`config.mk`:
```
export PLATFORM = sky130hd
export DESIGN_NAME = sr_ff_bank_flat
export DESIGN_NICKNAME = d
export VERILOG_FILES = /design/src/rtl/sr_ff_bank_if.sv /design/src/rtl/sr_ff_bank.sv /design/src/flat_wrapper.sv
export SDC_FILE = /design/constraint.sdc
export NUM_CORES = 1
export LEC_CHECK = 0
export CAP_MARGIN = 40
export CORE_ASPECT_RATIO = 1.4
export CORE_MARGIN = 10
export CORE_UTILIZATION = 42
export CTS_CLUSTER_DIAMETER = 200
export DETAILED_ROUTE_END_ITERATION = 8
export PLACE_DENSITY_LB_ADDON = 0.05
export SYNTH_ARGS = -nofsm -noshare
export SYNTH_HDL_FRONTEND = slang
export SYNTH_SLANG_ARGS = --single-unit
```
`constraint.sdc`:
```
create_clock -name clk -period 1.4 [get_ports clk]
set_input_delay 0.14 -clock clk [delete_from_list [all_inputs] [get_ports clk]]
set_output_delay 0.14 -clock clk [all_outputs]
set_load 0.01 [all_outputs]
```
`src/rtl/sr_ff_bank_if.sv`:
```
// rtl/sr_ff_bank_if.sv - control/status bundle for the sr_ff_bank channel array
interface sr_ff_bank_if #(
    parameter int N     = 4,
    parameter int CNT_W = 8
);
    logic             en;
    logic [N-1:0]     s;
    logic [N-1:0]     r;
    logic             conflict_clr;
    logic [N-1:0]     q;
    logic [N-1:0]     q_rise;
    logic [N-1:0]     q_fall;
    logic [N-1:0]     conflict_sticky;
    logic [CNT_W-1:0] conflict_cnt;

    modport master (
        output en, s, r, conflict_clr,
        input  q, q_rise, q_fall, conflict_sticky, conflict_cnt
    );

    modport slave (
        input  en, s, r, conflict_clr,
        output q, q_rise, q_fall, conflict_sticky, conflict_cnt
    );
endinterface

```
`src/rtl/sr_ff_bank.sv`:
```
// rtl/sr_ff_bank.sv - N-channel SR flip-flop bank with conflict policy, edge pulses and conflict tracking
module sr_ff_bank #(
    parameter int         N             = 4,
    parameter int         CONFLICT_MODE = 0,
    parameter logic [N-1:0] RESET_VAL   = '0,
    parameter int         CNT_W         = 8
) (
    input logic               clk,
    input logic               rst,
    sr_ff_bank_if.slave       bus
);
    localparam logic [CNT_W-1:0] CNT_MAX = {CNT_W{1'b1}};
    localparam logic [CNT_W-1:0] CNT_ONE = CNT_W'(1);

    logic [N-1:0]     q_q, q_d;
    logic [N-1:0]     rise_q, rise_d;
    logic [N-1:0]     fall_q, fall_d;
    logic [N-1:0]     sticky_q, sticky_d;
    logic [CNT_W-1:0] cnt_q, cnt_d;
    logic [N-1:0]     event_vec;
    logic             any_event;

    // Conflicts only count while the bank is enabled.
    always_comb begin
        event_vec = bus.en ? (bus.s & bus.r) : '0;
        any_event = |event_vec;
    end

    always_comb begin
        q_d = q_q;
        if (bus.en) begin
            for (int i = 0; i < N; i++) begin
                case ({bus.s[i], bus.r[i]})
                    2'b01:   q_d[i] = 1'b0;
                    2'b10:   q_d[i] = 1'b1;
                    2'b11: begin
                        case (CONFLICT_MODE)
                            1:       q_d[i] = 1'b1;
                            2:       q_d[i] = 1'b0;
                            3:       q_d[i] = ~q_q[i];
                            default: q_d[i] = q_q[i];
                        endcase
                    end
                    default: q_d[i] = q_q[i];
                endcase
            end
        end
        rise_d = ~q_q & q_d;
        fall_d = q_q & ~q_d;
    end

    // A clear in the same cycle as a new event leaves only that event recorded.
    always_comb begin
        sticky_d = bus.conflict_clr ? event_vec : (sticky_q | event_vec);
        cnt_d    = cnt_q;
        if (bus.conflict_clr) begin
            cnt_d = any_event ? CNT_ONE : '0;
        end else if (any_event && (cnt_q != CNT_MAX)) begin
            cnt_d = cnt_q + CNT_ONE;
        end
    end

    always_ff @(posedge clk or posedge rst) begin
        if (rst) begin
            q_q      <= RESET_VAL;
            rise_q   <= '0;
            fall_q   <= '0;
            sticky_q <= '0;
            cnt_q    <= '0;
        end else begin
            q_q      <= q_d;
            rise_q   <= rise_d;
            fall_q   <= fall_d;
            sticky_q <= sticky_d;
            cnt_q    <= cnt_d;
        end
    end

    assign bus.q               = q_q;
    assign bus.q_rise          = rise_q;
    assign bus.q_fall          = fall_q;
    assign bus.conflict_sticky = sticky_q;
    assign bus.conflict_cnt    = cnt_q;
endmodule
```
`src/flat_wrapper.sv`:
```
// flat-port wrapper written by rule: the top's interface ports become plain ports
module sr_ff_bank_flat 
#(
    parameter int         N             = 4,
    parameter int         CONFLICT_MODE = 0,
    parameter logic [N-1:0] RESET_VAL   = '0,
    parameter int         CNT_W         = 8
)
  (clk, rst, bus_en, bus_s, bus_r, bus_conflict_clr, bus_q, bus_q_rise, bus_q_fall, bus_conflict_sticky, bus_conflict_cnt);
  sr_ff_bank_if #(.N(N), .CNT_W(CNT_W)) bus_i ();
  input logic clk;
  input logic rst;
  input wire logic [$bits(bus_i.en)-1:0] bus_en;
  input wire logic [$bits(bus_i.s)-1:0] bus_s;
  input wire logic [$bits(bus_i.r)-1:0] bus_r;
  input wire logic [$bits(bus_i.conflict_clr)-1:0] bus_conflict_clr;
  output wire logic [$bits(bus_i.q)-1:0] bus_q;
  output wire logic [$bits(bus_i.q_rise)-1:0] bus_q_rise;
  output wire logic [$bits(bus_i.q_fall)-1:0] bus_q_fall;
  output wire logic [$bits(bus_i.conflict_sticky)-1:0] bus_conflict_sticky;
  output wire logic [$bits(bus_i.conflict_cnt)-1:0] bus_conflict_cnt;
  assign bus_i.en = bus_en;
  assign bus_i.s = bus_s;
  assign bus_i.r = bus_r;
  assign bus_i.conflict_clr = bus_conflict_clr;
  assign bus_q = bus_i.q;
  assign bus_q_rise = bus_i.q_rise;
  assign bus_q_fall = bus_i.q_fall;
  assign bus_conflict_sticky = bus_i.conflict_sticky;
  assign bus_conflict_cnt = bus_i.conflict_cnt;
  sr_ff_bank #(.N(N), .CONFLICT_MODE(CONFLICT_MODE), .RESET_VAL(RESET_VAL), .CNT_W(CNT_W)) u_core (.clk(clk), .rst(rst), .bus(bus_i));
endmodule
```
==> metrics.yaml, run 1 <==
route:
  drc: 0
  routedWlPerCell_um: 15.8
  drt_wl_total_mm: 3.17
  first_iter_violations: 29
  vias_per_cell: 5.32
  vias: 1063
  ant_nets: 0
  drt_pass1_iterations: 4
hold_path:
  hold_path_class: "input pin to asynchronous set/reset pin"
global_routing:
  grtUsageTotal_pct: 11.4
  grt_pass1_wl_mm: 5.09
  grt_antenna_before_repair: 0
  overflow: 0
  first_global_vias: 1055
  grt_max_degree: 25
placed_design:
  io_buffers: 35
  gp_congestion: 0.826
  hpwlAfterDp_mm: 2.38
  postPlaceCellArea_um2: 1720
finish:
  area_growth_syn_to_layout_pct: 55.8
  n_antenna_cell: 0
  final_area_um2: 1910
  drive_gt1_share_pct: 27.6
  layout.nets: 185
floorplan:
  dieWidth_um: 65.6
  pin_count: 36
  fp.dieH_um: 83.9
  initial_core_util_pct: 43.4
  core_area_um2: 2820
  fp-row-count: 23
  die-area_um2: 5510
timing:
  relSlewSlack_pct: 76.5
  rsz0062_at_grt: "true"
  final.period_utilization_pct: 100
  finalSetupViolations: 1
  layout_min_cycle_time_ns: 1.40
  finalHoldViolCount: 0
  maxSlewViolCount: 0
  skew_ns: 0.00376
  worst_pin_slew_ns: 0.347
  setup_tns_ns: -0.00379
  fmax_mhz: 712
  layout_setup_ws_ns: -0.00379
pwr:
  swShare_pct: 26.1
  power_frac_seq_pct: 47.2
  power.total_mw: 1.66
  internal_power_mw: 1.23
  leakagePower_nw: 0.893
  power_switching_mw: 0.434
  comb_power_share_pct: 24.0
  power_frac_clock_pct: 28.8
  ir_worst_vdd_v: 0.000619
  power_density_nw_per_um2: 870
worst_setup_path:
  crit_fanout: 4
  crit_type: "flop to flop"
  arrival_ns: 1.56
  crit_required_ns: 1.56
  critical_path.endpoint_type: "flop"
  worstSetupStartpointType: "flop"
clocking:
  htreeDepth: 1
  cts_tree: "done"
  cts_made_buffers: 3
  cts_max_path_buffers: 2
  insertion_delay_ns: 0.27
  postCtsHoldBufs: 0
  clock_sinks: 24
  path_clk_slew_ns: 0.09
  root_buffer: "clkbuf_8"
logic_synthesis:
  yosys.area_share.adder_pct: 9.19
  muxShareOfSynthArea_pct: 5.41
  synth_area_per_cell_um2: 11.2
  synth_top_area_share_pct: 49.0
  syn_area_um2: 1220
  synth_seq_cells: 24
  yosysTopAreaCell: "dfrtp_1"
  synth_top_family_by_area: "simple AND/OR/NAND/NOR gates"
  netlist_instances: 109
  yosysUniqueCellTypes: 31
  yosysSeqAreaShare_pct: 49.0
  yosysWarnings: 0
  synth-simple-area-share_pct: 19.6
  synth-compound-area-share_pct: 13.0
  synth_xor_area_share_pct: 0
  synth_nets: 130
  netlist_top_cells_area: "dfrtp_1 49%, ha_1 9.2%, mux2_2 3.7%"
run:
  drv_cap: 0
run_status:
  status: "finished, violations left"
  violations: "setup timing"
## final timing paths
path | to | cells past startpoint | slack (ns) | start
min in group clk | u_core.bus.q_fall[0] | 3 | 0.39 | bus_s[0]
max | u_core.bus.conflict_cnt[4] | 4 | -0.004 | u_core.bus.conflict_cnt[0]
max in group asynchronous | u_core.bus.conflict_cnt[6] | 3 | 0.92 | rst
min reg2reg | u_core.bus.q_rise[0] | 1 | 0.46 | u_core.bus.q[0]
min | u_core.bus.q[2] | 3 | 0.22 | rst
max reg2reg | u_core.bus.conflict_cnt[4] | 4 | -0.004 | u_core.bus.conflict_cnt[0]
## placed cells by master (no fill, tap or decap), types with 5 or more instances in the layout
cell type        synthesis  routed
buf_4                    0      18
clkdlybuf4s50_1          0      21
dfrtp_1                 24      23
dlygate4sd2_1            0      12
inv_1                    9       9
nand2_1                  5       5
nand2b_1                 6       5
nor2b_1                  6       6
## power groups by stage
stage / sequential (mW) / clock (mW) / combinational (mW)
CTS: 0.782 / 0.490 / 0.394
floorplan: 0.830 / 0 / 0.134
detailed placement: 0.797 / 0 / 0.391
global placement: 0.794 / 0 / 0.383
finish: 0.784 / 0.478 / 0.399
global route: 0.792 / 0.519 / 0.438
## timing repair
item                       4_1_cts  5_1_grt
setup endpoints to repair       16        9
resized for setup               22       12
cloned                           0        0
setup buffers                    4        0
pin swaps                        1        1
## worst max-delay path, stage by stage, from the launching register on
cell      delay (ns)
dfrtp_1         0.40
ha_4            0.17
nand3_1         0.10
a311oi_2        0.28
mux2_1          0.35
## area by class of cell
type / instances / area, um2
timing repair buffer: 53 / 475
multi-input combinational: 73 / 696
fill: 249 / 912
inverter: 9 / 33.8
clock buffer: 4 / 55.1
tap: 37 / 46.3
sequential: 24 / 602
## state kept, by name (all words and copies together), names as in the netlist
signal	cells
u_core.bus.conflict_sticky	4
u_core.bus.q	4
u_core.bus.q_rise	4
u_core.bus.conflict_cnt	8
u_core.bus.q_fall	4
## synthesized netlist by cell type
| master | instances |
|---|---|
| dfrtp_1 | 24 |
| ha_1 | 9 |
| inv_1 | 9 |
| nand2b_1 | 6 |
| nor2b_1 | 6 |
| nand2_1 | 5 |
| a211oi_1 | 4 |
| mux2_2 | 4 |
| nor3b_1 | 4 |
| o21ai_0 | 4 |
| a21oi_1 | 3 |
| a41oi_1 | 3 |
| and3_1 | 3 |
| nand3_1 | 3 |
| nor2_1 | 3 |
| a311oi_1 | 2 |
| clkbuf_1 | 2 |
| nor3_1 | 2 |
| and2_1 | 1 |
| and4_1 | 1 |
| and4b_1 | 1 |
| buf_2 | 1 |
| mux2_1 | 1 |
| mux2i_1 | 1 |
| nor3_2 | 1 |
| nor4_1 | 1 |
| nor4b_1 | 1 |
| o2111a_1 | 1 |
| o41a_1 | 1 |
| o41ai_4 | 1 |
| or4_4 | 1 |
## through the flow
stage / cells / hold slack [ns] / util, % / setup WS (ns)
2_1_floorplan: 109 / 0.155 / - / -0.0473
3_3_place_gp: 192 / 0.444 / 60.9 / -0.417
3_5_place_dp: 192 / 0.451 / 60.9 / -0.436
4_1_cts: 200 / 0.231 / 65.3 / -0.0228
5_1_grt: 200 / 0.249 / 67.7 / -0.0672
6_report: 200 / 0.224 / 67.7 / -0.00379
## kinds of logic after synthesis
logic type                 after synthesis
buffers and inverters                   12
and+or+nand+nor                         39
DFF                                     24
AOI/OAI and AO/OA                       19
muxes                                    6
adders and majority gates                9
## metal layers
metal,GRT usage [%],share of wire (%)
met4,5.47,2.5
met2,19.8,51
met5,0,0
met1,12.4,40
met3,2.82,6.4
Note: power is estimated with default switching activity, not from simulation.
==> run 2: changes to the inputs <==
--- a/config.mk
+++ b/config.mk
@@ -11,6 +11,8 @@
 export CORE_UTILIZATION = 42
 export CTS_CLUSTER_DIAMETER = 200
 export DETAILED_ROUTE_END_ITERATION = 8
+export GPL_TIMING_DRIVEN = 0
+export HOLD_SLACK_MARGIN = 0.12
 export PLACE_DENSITY_LB_ADDON = 0.05
 export SYNTH_ARGS = -nofsm -noshare
 export SYNTH_HDL_FRONTEND = slang
==> run 2 against run 1 <==
Net effect:
- the run now ends clean
- worst hold slack got worse by 0.058 ns
- clock power barely moved
- clock skew down 0.0029 ns
- flip-flop and latch count stayed put
- global-route usage grew 0.81 points
- cell count grew 0.50%
- register-to-register slack improved by 0.03 ns
- worst setup slack improved by 0.028 ns
- routed wire length increased by 4.4%
- design area up 0.72%
- critical path type unchanged
- largest cell class unchanged
- highest routed layer unchanged
==> metrics.yaml, run 2 (synthesis results as in run 1) <==
worst_setup_path:
  crit_fanout: 4
  cp_top_family: "flip-flops"
  critical_path.endpoint_type: "flop"
  crit_buf_inv: 0
  worstSetupStartpointType: "flop"
  cp_cell_sequence: "and3_4 > a311oi_2 > mux2_1"
  crit_type: "flop to flop"
  crit_required_ns: 1.56
  arrival_ns: 1.53
  slowest_stage: "dfrtp_2"
  cp_slowest_stage_delay_ns: 0.44
clocking:
  path_clk_slew_ns: 0.08
  cts_tree: "done"
  cts_made_buffers: 3
  htreeDepth: 1
  root_buffer: "clkbuf_8"
  postCtsHoldBufs: 0
  clock_sinks: 24
  insertion_delay_ns: 0.27
  cts_max_path_buffers: 2
floorplan:
  initial_core_util_pct: 43.4
  fp-row-count: 23
  pin_count: 36
  die-area_um2: 5510
  fp.dieH_um: 83.9
  dieWidth_um: 65.6
  core_area_um2: 2820
timing:
  relSlewSlack_pct: 73.5
  finalSetupViolations: 0
  setup_tns_ns: 0
  skew_ns: 0.000902
  rsz0062_at_grt: "true"
  layout_min_cycle_time_ns: 1.38
  layout_setup_ws_ns: 0.0243
  hold_slack_ns: 0.165
  fmax_mhz: 727
  worst_pin_slew_ns: 0.397
  final.period_utilization_pct: 98.3
  maxSlewViolCount: 0
  finalHoldViolCount: 0
route:
  drt_pass1_iterations: 4
  routedWlPerCell_um: 16.5
  first_iter_violations: 46
  ant_nets: 0
  drt_wl_total_mm: 3.31
  vias: 1082
  drc: 0
  vias_per_cell: 5.38
finish:
  drive_gt1_share_pct: 28.0
  final_cell_mix: "20 x clkdlybuf4s50_1, 19 x dfrtp_1, 16 x buf_4"
  fin_util_pct: 68.1
  n_antenna_cell: 0
  layout.nets: 186
  fillCellCount: 246
  largest_reg_flops: 8
  layout_commonest_cell: "clkdlybuf4s50_1"
  multiInputGateArea_um2: 673
  area_growth_syn_to_layout_pct: 56.9
  regArea_um2: 607
placed_design:
  dp_slack_ns: -0.516
  gp_congestion: 0.826
  hpwlAfterDp_mm: 2.28
  io_buffers: 35
run:
  drv_cap: 0
pwr:
  power.total_mw: 1.67
  leakagePower_nw: 0.901
  ir_worst_vdd_v: 0.000647
  power_density_nw_per_um2: 867
global_routing:
  grt_pass1_wl_mm: 5.53
  overflow: 0
  grt_antenna_before_repair: 0
  first_global_vias: 1130
  grtUsageTotal_pct: 12.3
  grt_max_degree: 18
hold_path:
  hold_path_class: "input pin to asynchronous set/reset pin"
run_status:
  status: "complete, no violations"
-- run 2: path summary, 6_finish.rpt --
path | depth (start not counted) | slack (ns) | startpoint | to
max in group asynchronous | 3 | 0.81 | rst | u_core.bus.conflict_cnt[1]
hold / removal | 2 | 0.17 | rst | u_core.bus.conflict_sticky[0]
hold reg to reg | 1 | 0.47 | u_core.bus.q[0] | u_core.bus.q_rise[0]
setup reg to reg | 3 | 0.02 | u_core.bus.conflict_cnt[3] | u_core.bus.conflict_cnt[4]
setup / recovery | 3 | 0.02 | u_core.bus.conflict_cnt[3] | u_core.bus.conflict_cnt[4]
min in group clk | 3 | 0.39 | bus_s[3] | u_core.bus.q_fall[3]
-- run 2: cell type report --
class,instances,share of cell area [%]
multi-input cells,73,35.0
flip-flops and latches,24,31.6
repair buffers,52,25.5
clock buffers,4,2.86
well taps,37,2.41
inverters,9,1.76
plain buffers,2,0.846
-- run 2: report_power, final --
part	internal [mW]	switching (mW)	leakage [nW]
Clock	0.251	0.226	0.0288
Combinational	0.227	0.172	0.559
Sequential	0.753	0.0376	0.313
-- run 2: routing by layer --
layer / global-route usage [%] / wire length (um)
met5: 0 / 0
met4: 5.27 / 75
met3: 4.70 / 291
met2: 21.0 / 1690
met1: 12.6 / 1250
-- run 2: what timing repair did --
item,in CTS,in global routing
gates resized for setup,32,8
pin swaps,4,3
setup buffers,9,7
endpoints found under the setup margin,15,8
-- run 2: metrics by stage --
| step | instances | area, um2 |
|---|---|---|
| 3_5_place_dp | 182 | 1650 |
| 2_1_floorplan | 109 | 1230 |
| 6_report | 201 | 1920 |
| 4_1_cts | 194 | 1850 |
| 3_3_place_gp | 181 | 1620 |
| 5_1_grt | 201 | 1920 |
==> run 3: changes to the inputs <==
--- a/config.mk
+++ b/config.mk
@@ -7,7 +7,7 @@
 export LEC_CHECK = 0
 export CAP_MARGIN = 40
 export CORE_ASPECT_RATIO = 1.4
-export CORE_MARGIN = 10
+export CORE_MARGIN = 5
 export CORE_UTILIZATION = 42
 export CTS_CLUSTER_DIAMETER = 200
 export DETAILED_ROUTE_END_ITERATION = 8
==> run 3 against run 2 <==
Net effect:
- sequential power about the same
- flip-flop and latch count is the same
- the flow now finishes with violations (setup timing)
- routed wire length shrank 11%
- global-route usage is 3.1 points higher
- clock power shrank 3%
- combinational power up 4%
- worst setup slack worse by 0.031 ns
==> metrics.yaml, run 3 (synthesis results as in run 1) <==
clocking:
  root_buffer: "clkbuf_8"
  cts_max_path_buffers: 2
  htreeDepth: 1
  path_clk_slew_ns: 0.08
  insertion_delay_ns: 0.26
  clock_sinks: 24
  cts_made_buffers: 3
  cts_tree: "done"
worst_setup_path:
  startpoint: "u_core.bus.conflict_cnt[3]"
  worstSetupStartpointType: "flop"
  r2r-start: "u_core.bus.conflict_cnt[3]"
  ff2ff_path_depth: 3
  crit_fanout: 4
  critical_path.endpoint_type: "flop"
  crit_type: "flop to flop"
  crit_required_ns: 1.55
  arrival_ns: 1.56
finish:
  largest_reg_flops: 8
  drive_gt1_share_pct: 27.1
  n_antenna_cell: 0
  layout_commonest_cell: "clkdlybuf4s50_1"
  layout.nets: 188
  final_area_um2: 1930
  final_cell_mix: "24 x clkdlybuf4s50_1, 20 x dfrtp_1, 17 x buf_4"
  fillCellCount: 226
  area_growth_syn_to_layout_pct: 57.9
global_routing:
  first_global_vias: 1119
  grt_max_degree: 22
  grt_antenna_before_repair: 0
  grt_pass1_wl_mm: 4.95
  grtUsageTotal_pct: 15.4
  overflow: 0
timing:
  worst_pin_slew_ns: 0.445
  layout_min_cycle_time_ns: 1.41
  setup_tns_ns: -0.00685
  final.period_utilization_pct: 100
  rsz0062_at_grt: "true"
  relSlewSlack_pct: 70.4
  layout_setup_ws_ns: -0.00685
  finalSetupViolations: 1
  skew_ns: 0.00426
  fmax_mhz: 711
  finalHoldViolCount: 0
  maxSlewViolCount: 0
route:
  drc: 0
  routedWlPerCell_um: 14.6
  drt_wl_total_mm: 2.96
  drt_pass1_iterations: 4
  vias_per_cell: 5.12
  vias: 1040
  first_iter_violations: 19
  ant_nets: 0
placed_design:
  hpwlAfterDp_mm: 1.99
  postPlaceCellArea_um2: 1650
  gp_congestion: 0.880
  dp_slack_ns: -0.512
  io_buffers: 35
run:
  drv_cap: 0
floorplan:
  die-area_um2: 4110
  core_area_um2: 2850
  fp.dieH_um: 73.9
  fp-row-count: 23
  dieWidth_um: 55.6
  pin_count: 36
  initial_core_util_pct: 43.0
hold_path:
  hold_path_class: "input pin to flop"
  holdPathStages: 3
  worstHoldStart: "bus_s[2]"
run_status:
  violations: "setup timing"
  status: "finished, violations left"
pwr:
  power_density_nw_per_um2: 861
  leakagePower_nw: 0.848
  power.total_mw: 1.67
  ir_worst_vdd_v: 0.000689
## run 3: changes by cell type in the layout (fill, tap and decap cells not counted), sizes merged
cell	before	now
dlygate4sd3	0	1
clkdlybuf4s50	20	24
dlymetal6s2s	3	0
buf	18	19
dlygate4sd2	12	11
## run 3: through the flow
step | std cells | utilization [%] | hold slack (ns)
finish | 203 | 67.9 | 0.409
global route | 203 | 67.9 | 0.425
CTS | 197 | 65.2 | 0.397
detailed placement | 182 | 58.0 | 0.372
global placement | 181 | 57.0 | 0.446
floorplan | 109 | - | 0.155
## run 3: final cells by class
| type | count | area, um2 | area share (%) |
|---|---|---|---|
| Inverter | 9 | 33.8 | 1.75 |
| Buffer | 2 | 15.0 | 0.776 |
| Clock buffer | 4 | 55.1 | 2.85 |
| Tap cell | 37 | 46.3 | 2.39 |
| Timing Repair Buffer | 54 | 502 | 25.9 |
| Multi-Input combinational cell | 73 | 677 | 35.0 |
| Sequential cell | 24 | 606 | 31.3 |
## run 3: per-layer routing
layer  GRT usage (%)  routed length (um)  up-vias
li1                -                   -      507
met4            7.57                  38        0
met5               0                   0        -
met1            16.6                1210      503
met2            28.4                1570       26
met3            3.34                 138        4
## run 3: worst paths after layout
kind / endpoint / slack (ns)
worst max-delay path: u_core.bus.conflict_cnt[4] / -0.007
worst min-delay path: u_core.bus.q_fall[2] / 0.41
worst max register to register: u_core.bus.conflict_cnt[4] / -0.007
worst min register to register: u_core.bus.q_rise[2] / 0.47
max in group asynchronous: u_core.bus.conflict_cnt[3] / 0.37
min in group asynchronous: u_core.bus.q_fall[1] / 0.65
## run 3: timing repair
action | CTS | global route
hold buffers | 1 | 0
setup buffers | 11 | 6
pin swaps | 2 | 4
endpoints found under the setup margin | 15 | 7
hold endpoints to repair | 3 | 0
resized for setup | 27 | 8
## run 3: where the power goes
part / switching [mW] / leakage [nW] / total, mW / internal, mW
logic: 0.172 / 0.506 / 0.413 / 0.241
clock network: 0.215 / 0.0288 / 0.465 / 0.251
registers: 0.0362 / 0.314 / 0.787 / 0.751
## run 3: worst max-delay path: stages (launching register included)
cell	delay (ns)
dfrtp_2	0.43
and3_4	0.20
a311oi_2	0.32
mux2_1	0.35
